<file path="config.mk">
export PLATFORM = sky130hd
export DESIGN_NAME = undo_log_writer
export DESIGN_NICKNAME = d
export VERILOG_FILES = /design/src/rtl/undo_log_writer.sv
export SDC_FILE = /design/constraint.sdc
export NUM_CORES = 1
export LEC_CHECK = 0
export ABC_AREA = 1
export CAP_MARGIN = 10
export CORE_AREA = 2 2 131 133
export CTS_CLUSTER_SIZE = 24
export DETAILED_ROUTE_END_ITERATION = 8
export DIE_AREA = 0 0 133 135
export PLACE_DENSITY = 0.76
export SETUP_SLACK_MARGIN = 0.3
export SLEW_MARGIN = 10
export SYNTH_ARGS = -nofsm -noshare
export SYNTH_HDL_FRONTEND = slang
export SYNTH_SLANG_ARGS = --single-unit
</file>
<file path="constraint.sdc">
create_clock -name clk -period 7.1 [get_ports clk]
set_clock_uncertainty 0.15 [all_clocks]
set_input_delay 1.42 -clock clk [delete_from_list [all_inputs] [get_ports clk]]
set_output_delay 1.42 -clock clk [all_outputs]
set_load 0.01 [all_outputs]
</file>
<file path="src/rtl/undo_log_writer.sv">
// undo_log_writer: logs the old L2 word for each speculative store before performing it; UNDO_LOG_DEDUP_EN skips re-logging repeated addresses
module undo_log_writer #(
  parameter int ID_BASE     = 0,
  parameter int LOG_ENTRIES = 4,
  parameter int SLOT_W      = 7,
  parameter int ADDR_W      = 32,
  parameter int DATA_W      = 32
) (
  input  logic                   clk,
  input  logic                   rst,
  input  logic                   task_start_valid,
  input  logic [SLOT_W-1:0]      task_start_slot,
  input  logic                   wr_valid,
  output logic                   wr_ready,
  input  logic [ADDR_W-1:0]      wr_addr,
  input  logic [DATA_W-1:0]      wr_data,
  input  logic                   finish_valid,
  output logic                   finish_ready,
  output logic                   finish_task_valid,
  output logic [SLOT_W-1:0]      finish_task_slot,
  output logic                   finish_task_undo_log_write,
  output logic                   undo_log_valid,
  input  logic                   undo_log_ready,
  output logic [LOG_ENTRIES-1:0] undo_log_id,
  output logic [ADDR_W-1:0]      undo_log_addr,
  output logic [DATA_W-1:0]      undo_log_data,
  output logic [SLOT_W-1:0]      undo_log_slot,
  output logic                   overflow,
  output logic                   l2_arvalid,
  input  logic                   l2_arready,
  output logic [ADDR_W-1:0]      l2_araddr,
  output logic [15:0]            l2_arid,
  input  logic                   l2_rvalid,
  output logic                   l2_rready,
  input  logic [DATA_W-1:0]      l2_rdata,
  output logic                   l2_awvalid,
  input  logic                   l2_awready,
  output logic [ADDR_W-1:0]      l2_awaddr,
  output logic [15:0]            l2_awid,
  output logic                   l2_wvalid,
  input  logic                   l2_wready,
  output logic [DATA_W-1:0]      l2_wdata,
  output logic [3:0]             l2_wstrb,
  output logic                   l2_wlast,
  input  logic                   l2_bvalid,
  output logic                   l2_bready
);
  typedef enum logic [2:0] {IDLE, RD_A, RD_D, LOG, WR, WB} state_t;
  state_t state_q, state_d;
  logic [ADDR_W-1:0] addr_q, addr_d;
  logic [DATA_W-1:0] data_q, data_d, old_q, old_d;
  logic [SLOT_W-1:0] slot_q, slot_d;
  logic [LOG_ENTRIES-1:0] cnt_q, cnt_d;
  logic wrote_q, wrote_d, ovf_q, ovf_d, wr_ready_q, wr_ready_d, fin_q, fin_d;
  logic accept, hit;
`ifdef UNDO_LOG_DEDUP_EN
  logic [3:0][ADDR_W-1:0] tag_q, tag_d;
  logic [3:0] tv_q, tv_d;
  logic [1:0] rr_q, rr_d;
  // address match against previously logged words of this task
  always_comb begin
    hit = 1'b0;
    for (int i = 0; i < 4; i++) hit = hit | (tv_q[i] & (tag_q[i] == wr_addr));
  end
`else
  assign hit = 1'b0;
`endif
  // wr_ready_q guards against re-accepting the store the core still holds during its completion pulse
  assign accept = (state_q == IDLE) & wr_valid & ~ovf_q & ~wr_ready_q;
  assign finish_ready = (state_q == IDLE) & finish_valid & ~wr_ready_q & (~wr_valid | ovf_q);
  assign wr_ready = wr_ready_q;
  assign finish_task_valid = fin_q;
  assign finish_task_slot = slot_q;
  assign finish_task_undo_log_write = wrote_q;
  assign undo_log_valid = state_q == LOG;
  assign undo_log_id = cnt_q;
  assign undo_log_addr = addr_q;
  assign undo_log_data = old_q;
  assign undo_log_slot = slot_q;
  assign overflow = ovf_q;
  assign l2_arvalid = state_q == RD_A;
  assign l2_araddr = addr_q;
  assign l2_arid = 16'(ID_BASE);
  assign l2_rready = state_q == RD_D;
  assign l2_awvalid = state_q == WR;
  assign l2_wvalid = state_q == WR;
  assign l2_awaddr = addr_q;
  assign l2_awid = 16'(ID_BASE);
  assign l2_wdata = data_q;
  assign l2_wstrb = 4'hF;
  assign l2_wlast = 1'b1;
  assign l2_bready = state_q == WB;
  // next-state and task bookkeeping
  always_comb begin
    state_d = state_q;
    addr_d = addr_q;
    data_d = data_q;
    old_d = old_q;
    slot_d = slot_q;
    cnt_d = cnt_q;
    wrote_d = wrote_q;
    ovf_d = ovf_q;
    wr_ready_d = 1'b0;
    fin_d = finish_ready;
`ifdef UNDO_LOG_DEDUP_EN
    tag_d = tag_q;
    tv_d = tv_q;
    rr_d = rr_q;
`endif
    case (state_q)
      IDLE: begin
        if (task_start_valid) begin
          slot_d = task_start_slot;
          cnt_d = '0;
          wrote_d = 1'b0;
          ovf_d = 1'b0;
`ifdef UNDO_LOG_DEDUP_EN
          tv_d = '0;
          rr_d = '0;
`endif
        end
        if (accept) begin
          addr_d = wr_addr;
          data_d = wr_data;
          state_d = hit ? WR : RD_A;
        end
      end
      RD_A: state_d = l2_arready ? RD_D : RD_A;
      RD_D: begin
        old_d = l2_rvalid ? l2_rdata : old_q;
        state_d = l2_rvalid ? LOG : RD_D;
      end
      LOG: if (undo_log_ready) begin
        wrote_d = 1'b1;
        ovf_d = ovf_q | (&cnt_q);
        cnt_d = (&cnt_q) ? cnt_q : cnt_q + 1'b1;
`ifdef UNDO_LOG_DEDUP_EN
        tag_d[rr_q] = addr_q;
        tv_d[rr_q] = 1'b1;
        rr_d = rr_q + 1'b1;
`endif
        state_d = WR;
      end
      WR: state_d = (l2_awready & l2_wready) ? WB : WR;
      WB: begin
        wr_ready_d = l2_bvalid;
        state_d = l2_bvalid ? IDLE : WB;
      end
      default: state_d = IDLE;
    endcase
  end
  // state registers with synchronous reset
  always_ff @(posedge clk) begin
    if (rst) begin
      state_q <= IDLE;
      cnt_q <= '0;
      wrote_q <= 1'b0;
      ovf_q <= 1'b0;
      wr_ready_q <= 1'b0;
      fin_q <= 1'b0;
`ifdef UNDO_LOG_DEDUP_EN
      tv_q <= '0;
      rr_q <= '0;
`endif
    end else begin
      state_q <= state_d;
      cnt_q <= cnt_d;
      wrote_q <= wrote_d;
      ovf_q <= ovf_d;
      wr_ready_q <= wr_ready_d;
      fin_q <= fin_d;
`ifdef UNDO_LOG_DEDUP_EN
      tv_q <= tv_d;
      rr_q <= rr_d;
`endif
    end
  end
  // datapath registers need no reset
  always_ff @(posedge clk) begin
    addr_q <= addr_d;
    data_q <= data_d;
    old_q <= old_d;
    slot_q <= slot_d;
`ifdef UNDO_LOG_DEDUP_EN
    tag_q <= tag_d;
`endif
  end
endmodule

</file>
==> flow_summary_export.csv, run 1 <==
group,metric,value,unit
outcome,status,"finished, final reports clean",
clocking,clkLatencyLatePin,0.40,ns
synthesis,syn_area_per_cell,14.9,um2
synthesis,ys_seq_area_share,72.6,%
clocking,cts-resized-gates,0,
power,leakage,2.85,nW
worst_setup_path,crit_path_max_fanout,2,
sta,max_freq,235,MHz
worst_setup_path,path_class,"input port to output pin",
synthesis,yosysUniqueCellTypes,26,
clocking,max-clock-path-buffers,2,
clocking,numCtsBuffers,17,
drt,drc,0,
min_path,hp-class,"flop to flop",
global_route,antenna_found_initial,1,
synthesis,synth_edf_count,103,
global_route,grt_max_degree,65,
drt,postRouteWirelength,12.5,mm
worst_setup_path,slowest_stage,"clkdlybuf4s50_1",
die,die_w,133,um
synthesis,synthTopCellsByArea,"edfxtp_1, buf_4, dfxtp_1",
finish,syn_to_final_growth,70.9,%
drt,routedWlPerCell,15.8,um
finish,nFillCells,1395,
synthesis,synthCells,307,
worst_setup_path,crit_buf_inv,2,
synthesis,ys_warn_count,0,
finish,final_nets,671,
global_route,grt_pass1_vias,3180,
synthesis,synthArstFlopShare,0,%
drt,first_pass_iters,4,
worst_setup_path,cp.required,5.53,ns
drt,viasPerCell,3.85,
synthesis,netlist_area,0.00456,mm2
die,die_area,0.0180,mm2
die,core_area,0.0164,mm2
clocking,cts_sinks,114,
sta,tns,0,ns
flow_run,max_cap_violations,0,
worst_setup_path,arrival,2.68,ns
clocking,cts_tree,"done",
power,p_per_area,300,mW/mm2
synthesis,yosys_register_bits,114,
global_route,overflow,0,
synthesis,ys.flop_type,"edfxtp_1",
sta,grt_setup_unrepaired,"false",
worst_setup_path,worst_setup_path_start_kind,"input port",
sta,hold_viol,0,
placed_design,portBuffers,302,
sta,period_share,59.8,%
worst_setup_path,reg2reg_depth,4,
worst_setup_path,worst-path-stages,5,
clocking,ctsHoldBuffers,0,
placed_design,globalplace.congestion,0.736,
clocking,cts_setup_buffers,0,
sta,relSlewSlack,45.9,%
worst_setup_path,path_common_cell,"clkdlybuf4s50_1",
worst_setup_path,cpPeakStageDelay,0.55,ns
power,ir_drop,136,uV
die,fp.dieH,135,um
drt,vias,3043,
worst_setup_path,cp-end-kind,"output pin",
min_path,holdPathStages,2,
clocking,cts_root_buf,"clkbuf_16",
die,rows,47,
clocking,htreeDepth,4,
drt,ant_nets,0,
finish,drive_gt1_share,7.91,%
global_route,grt_pass1_wl,18.0,mm
sta,setup_viol,0,
sta,maxSlewViolCount,0,
worst_setup_path,cp_top_family,"buffers and inverters",
power,power.total,2.34,mW
clocking,path_clk_slew,0.06,ns
synthesis,synth_area_leader_cell,"edfxtp_1",
sta,fin_crit,4.25,ns
die,start_util,27.8,%
sta,worstMarginPinSlew,0.812,ns
worst_setup_path,path_cells,"clkdlybuf4s50_1 > nand2_1 > nand3_1 > nor2_1 > clkdlybuf4s50_1",
synthesis,yosysTopAreaCellShare,67.8,%
drt,first_iter_violations,128,
die,ios,340,
placed_design,hpwl,10.2,mm
global_route,grtUsageTotal,13.6,%
flip-flops by register name, indices dropped and copies added (netlist names):
name,flops
overflow,1
state_q,3
undo_log_data,32
finish_task_slot,7
finish_task_valid,1
undo_log_id,4
l2_wdata,32
l2_araddr,32
wr_ready,1
finish_task_undo_log_write,1
tightest hold or removal path, cell delays in order (launching register included):
cell and delay, ns:
dfxtp_1 0.34, a21oi_1 0.05, nor2_1 0.07
where the power goes:
group	switching, mW	internal (mW)
sequential	0.0561	0.856
clock	0.323	0.527
combinational	0.255	0.325
through the flow:
| step | utilization (%) | worst slack (ns) | instances | cell area (um2) | hold WS, ns |
|---|---|---|---|---|---|
| after floorplan | - | 3.32 | 342 | 4690 | 0.343 |
| after global placement | 43.9 | 2.86 | 757 | 7200 | 0.317 |
| after detailed placement | 43.9 | 2.87 | 757 | 7200 | 0.331 |
| after CTS | 47.5 | 2.85 | 789 | 7790 | 0.348 |
| after global routing | 47.5 | 2.80 | 789 | 7790 | 0.385 |
| final | 47.5 | 2.85 | 790 | 7790 | 0.341 |
synthesized netlist by cell type (2+ instances only):
cell,count
nand2_4,2
buf_4,109
edfxtp_1,103
a21oi_1,6
dfxtp_1,11
inv_1,14
nor3_1,2
nor2_1,19
nand3_1,8
conb_1,2
nand2_1,16
worst paths after layout:
path                                   start                    endpoint  slack [ns]
setup reg to reg                  state_q[2]                l2_wdata[14]        5.07
setup / recovery                    wr_valid                finish_ready        2.85
hold reg to reg   finish_task_undo_log_write  finish_task_undo_log_write        0.34
hold / removal    finish_task_undo_log_write  finish_task_undo_log_write        0.34
logic make-up after synthesis:
group / count (synthesis) / share of synthesized area [%]
buf+inv: 125 / 19.4
simple gates: 53 / 5.68
other cells: 2 / 0.165
fa+ha+maj: 1 / 0.274
compound gates: 11 / 1.65
xor+xnor: 1 / 0.192
flops: 114 / 72.6
layout make-up:
class / count / area (um2) / area share [%]
diodes: 1 / 2.50 / 0.0321
multi-input cells: 103 / 502 / 6.44
clock buffers: 17 / 425 / 5.46
clock inverters: 15 / 171 / 2.20
flip-flops and latches: 114 / 3310 / 42.5
well taps: 220 / 275 / 3.53
repair buffers: 304 / 3040 / 39.0
inverters: 16 / 67.6 / 0.867
metal layers:
| metal | global-route usage [%] | vias to the layer above | part of all wire [%] |
|---|---|---|---|
| li1 | - | 1410 | - |
| met1 | 13.0 | 1440 | 33 |
| met2 | 25.4 | 180 | 57 |
| met3 | 5.89 | 13 | 8.5 |
| met4 | 5.32 | 0 | 1.5 |
| met5 | 0 | - | 0 |
cells in the final DEF (no fill, tap or decap):
cell and count:
inv_4 1, buf_4 2, clkinv_2 2, o21ai_2 1, nor2_4 2, inv_8 3, nand4_1 1, nand3_1 8
ha_1 1, conb_1 37, o21ai_4 1, a21oi_1 6, nand2_4 2, inv_6 5, dfxtp_1 11, clkinv_4 2
nand2_2 1, edfxtp_1 103, clkinvlp_4 2, diode_2 1, nand3_4 1, o31ai_1 1, inv_1 14, bufinv_16 2
nor2_1 18, o211ai_1 1, o21ai_0 1, nor2_2 1, nor3_1 2, nand2_1 16, xor2_1 1, nor3b_1 1
clkbuf_16 17, clkdlybuf4s50_1 302
No activity file was read; power rests on OpenSTA's default activity.
==> run 2, diff against run 1 <==
PLACE_DENSITY = 0.78   (was 0.76)
clock period = 3.75 ns   (was 7.1 ns; I/O delays follow)
==> run 2 against run 1 <==
Compared with the run above:
- first-iteration DRC count grew 30%
- wire length grew 0.46%
- via count grew 0.72%
- sequential share of layout area is essentially flat
- power grew 88%
- utilization is essentially flat
- register-to-register slack lost 3.1 ns
- critical endpoint unchanged
- largest power group unchanged
- highest routed layer unchanged
==> flow_summary_export.csv, run 2 (synthesis results as in run 1) <==
group,metric,value,unit
global_route,grt_pass1_wl,17.9,mm
sta,period_share,76.3,%
finish,final_common_cell,"clkdlybuf4s50_1",
die,die_area,0.0180,mm2
placed_design,portBuffers,302,
die,die_w,133,um
clocking,max-clock-path-buffers,2,
finish,finalNonFillerCells,789,
sta,fin_crit,2.86,ns
sta,tns,0,ns
finish,ff_latch_area,0.00331,mm2
clocking,cts_tree,"done",
power,combPwrFrac,25.1,%
die,fp.dieH,135,um
finish,utilization,47.5,%
drt,first_iter_violations,166,
worst_setup_path,cp.required,2.85,ns
outcome,status,"finished, final reports clean",
drt,postRouteWirelength,12.5,mm
worst_setup_path,crit_buf_inv,2,
power,p_sw_share,26.8,%
clocking,cts_setup_buffers,0,
worst_setup_path,path_common_cell,"clkdlybuf4s50_1",
power,ir_drop,270,uV
sta,setup_viol,0,
placed_design,hpwl,10.1,mm
sta,worstMarginPinSlew,0.522,ns
clocking,path_clk_slew,0.05,ns
finish,multi_input_area,502,um2
worst_setup_path,slowest_stage,"clkdlybuf4s50_1",
sta,grt_setup_unrepaired,"false",
worst_setup_path,cp_top_family,"buffers and inverters",
min_path,hp-class,"flop to flop",
worst_setup_path,cpPeakStageDelay,0.54,ns
power,p_clk_share,35.7,%
finish,nFillCells,1412,
power,p_per_area,566,mW/mm2
sta,fin_ws,0.890,ns
finish,final_cell_mix,"clkdlybuf4s50_1, edfxtp_1, conb_1, nor2_1, clkbuf_16",
worst_setup_path,worst_setup_path_start_kind,"input port",
power,leakage,2.84,nW
global_route,grt_max_degree,64,
power,seqPwrFrac,39.2,%
clocking,clkLatencyLatePin,0.41,ns
clocking,htreeDepth,4,
clocking,cts_root_buf,"clkbuf_16",
placed_design,globalplace.congestion,0.816,
drt,routedWlPerCell,15.9,um
power,p_int,3.23,mW
sta,hold_viol,0,
flow_run,max_cap_violations,0,
sta,max_freq,350,MHz
worst_setup_path,path_class,"input port to output pin",
finish,syn_to_final_growth,70.7,%
sta,relSlewSlack,65.1,%
power,power.total,4.41,mW
die,core_area,0.0164,mm2
clocking,ctsHoldBuffers,0,
finish,final_nets,671,
drt,ant_nets,0,
worst_setup_path,arrival,1.96,ns
die,start_util,27.8,%
sta,maxSlewViolCount,0,
global_route,grtUsageTotal,13.6,%
die,ios,340,
drt,vias,3065,
clocking,cts-resized-gates,0,
global_route,grt_pass1_vias,3072,
finish,drive_gt1_share,7.56,%
drt,drc,0,
clocking,numCtsBuffers,17,
global_route,overflow,0,
placed_design,dpl_worst_slack,0.892,ns
clocking,cts_sinks,114,
worst_setup_path,path_cells,"clkdlybuf4s50_1 > nand2_1 > nand3_1 > nor2_1 > clkdlybuf4s50_1",
global_route,antenna_found_initial,0,
worst_setup_path,cp-end-kind,"output pin",
power,p_sw,1.18,mW
drt,viasPerCell,3.88,
worst_setup_path,crit_path_max_fanout,2,
placed_design,dp_cells,757,
finish,diodes,0,
die,rows,47,
drt,first_pass_iters,4,
==> run 2: cell count changes in the layout (fill, tap and decap cells not counted), sizes merged <==
cell,previous run,this run
clkinvlp,2,1
inv,23,20
clkinv,4,8
diode,1,0
==> run 2: per-stage QoR <==
step,hold WS [ns],instance area [um2]
4_1_cts,0.345,7790
6_report,0.350,7790
3_3_place_gp,0.322,7210
5_1_grt,0.394,7790
2_1_floorplan,0.343,4690
3_5_place_dp,0.329,7210
==> run 2: worst reg2reg max path: stages, from the launching register on <==
cell and delay [ns]:
dfxtp_1 0.32, inv_1 0.23, nand2_1 0.09, nor2_1 0.13
inv_1 0.09, nor2_2 0.08, buf_4 0.37
==> run 2: cell type report <==
cell class                 count  share of cell area (%)
sequential                   114                    42.5
inverter                      16                   0.867
multi-input combinational    103                    6.44
tap                          220                    3.53
clock buffer                  17                    5.46
timing repair buffer         304                    39.2
clock inverter                15                    1.99
==> run 2: final timing paths <==
check,start,end,slack [ns],depth (start not counted)
max,wr_valid,finish_ready,0.89,5
min,finish_task_undo_log_write,finish_task_undo_log_write,0.35,2
max reg2reg,state_q[2],undo_log_data[27],1.93,6
min reg2reg,finish_task_undo_log_write,finish_task_undo_log_write,0.35,2
==> run 2: routing by layer <==
layer | vias to the layer above | wire length (um) | track usage (%)
met3 | 23 | 872 | 3.98
met1 | 1456 | 4400 | 14.6
met2 | 182 | 6970 | 24.6
met4 | 0 | 286 | 6.63
met5 | - | 0 | 0
li1 | 1404 | - | -
==> run 2: power groups by stage <==
stage / combinational [mW] / clock (mW) / sequential, mW
detailed placement: 1.12 / 0 / 1.76
global route: 1.17 / 1.68 / 1.75
finish: 1.10 / 1.57 / 1.73
CTS: 1.12 / 1.62 / 1.73
global placement: 1.10 / 0 / 1.75
floorplan: 0.466 / 0 / 1.82
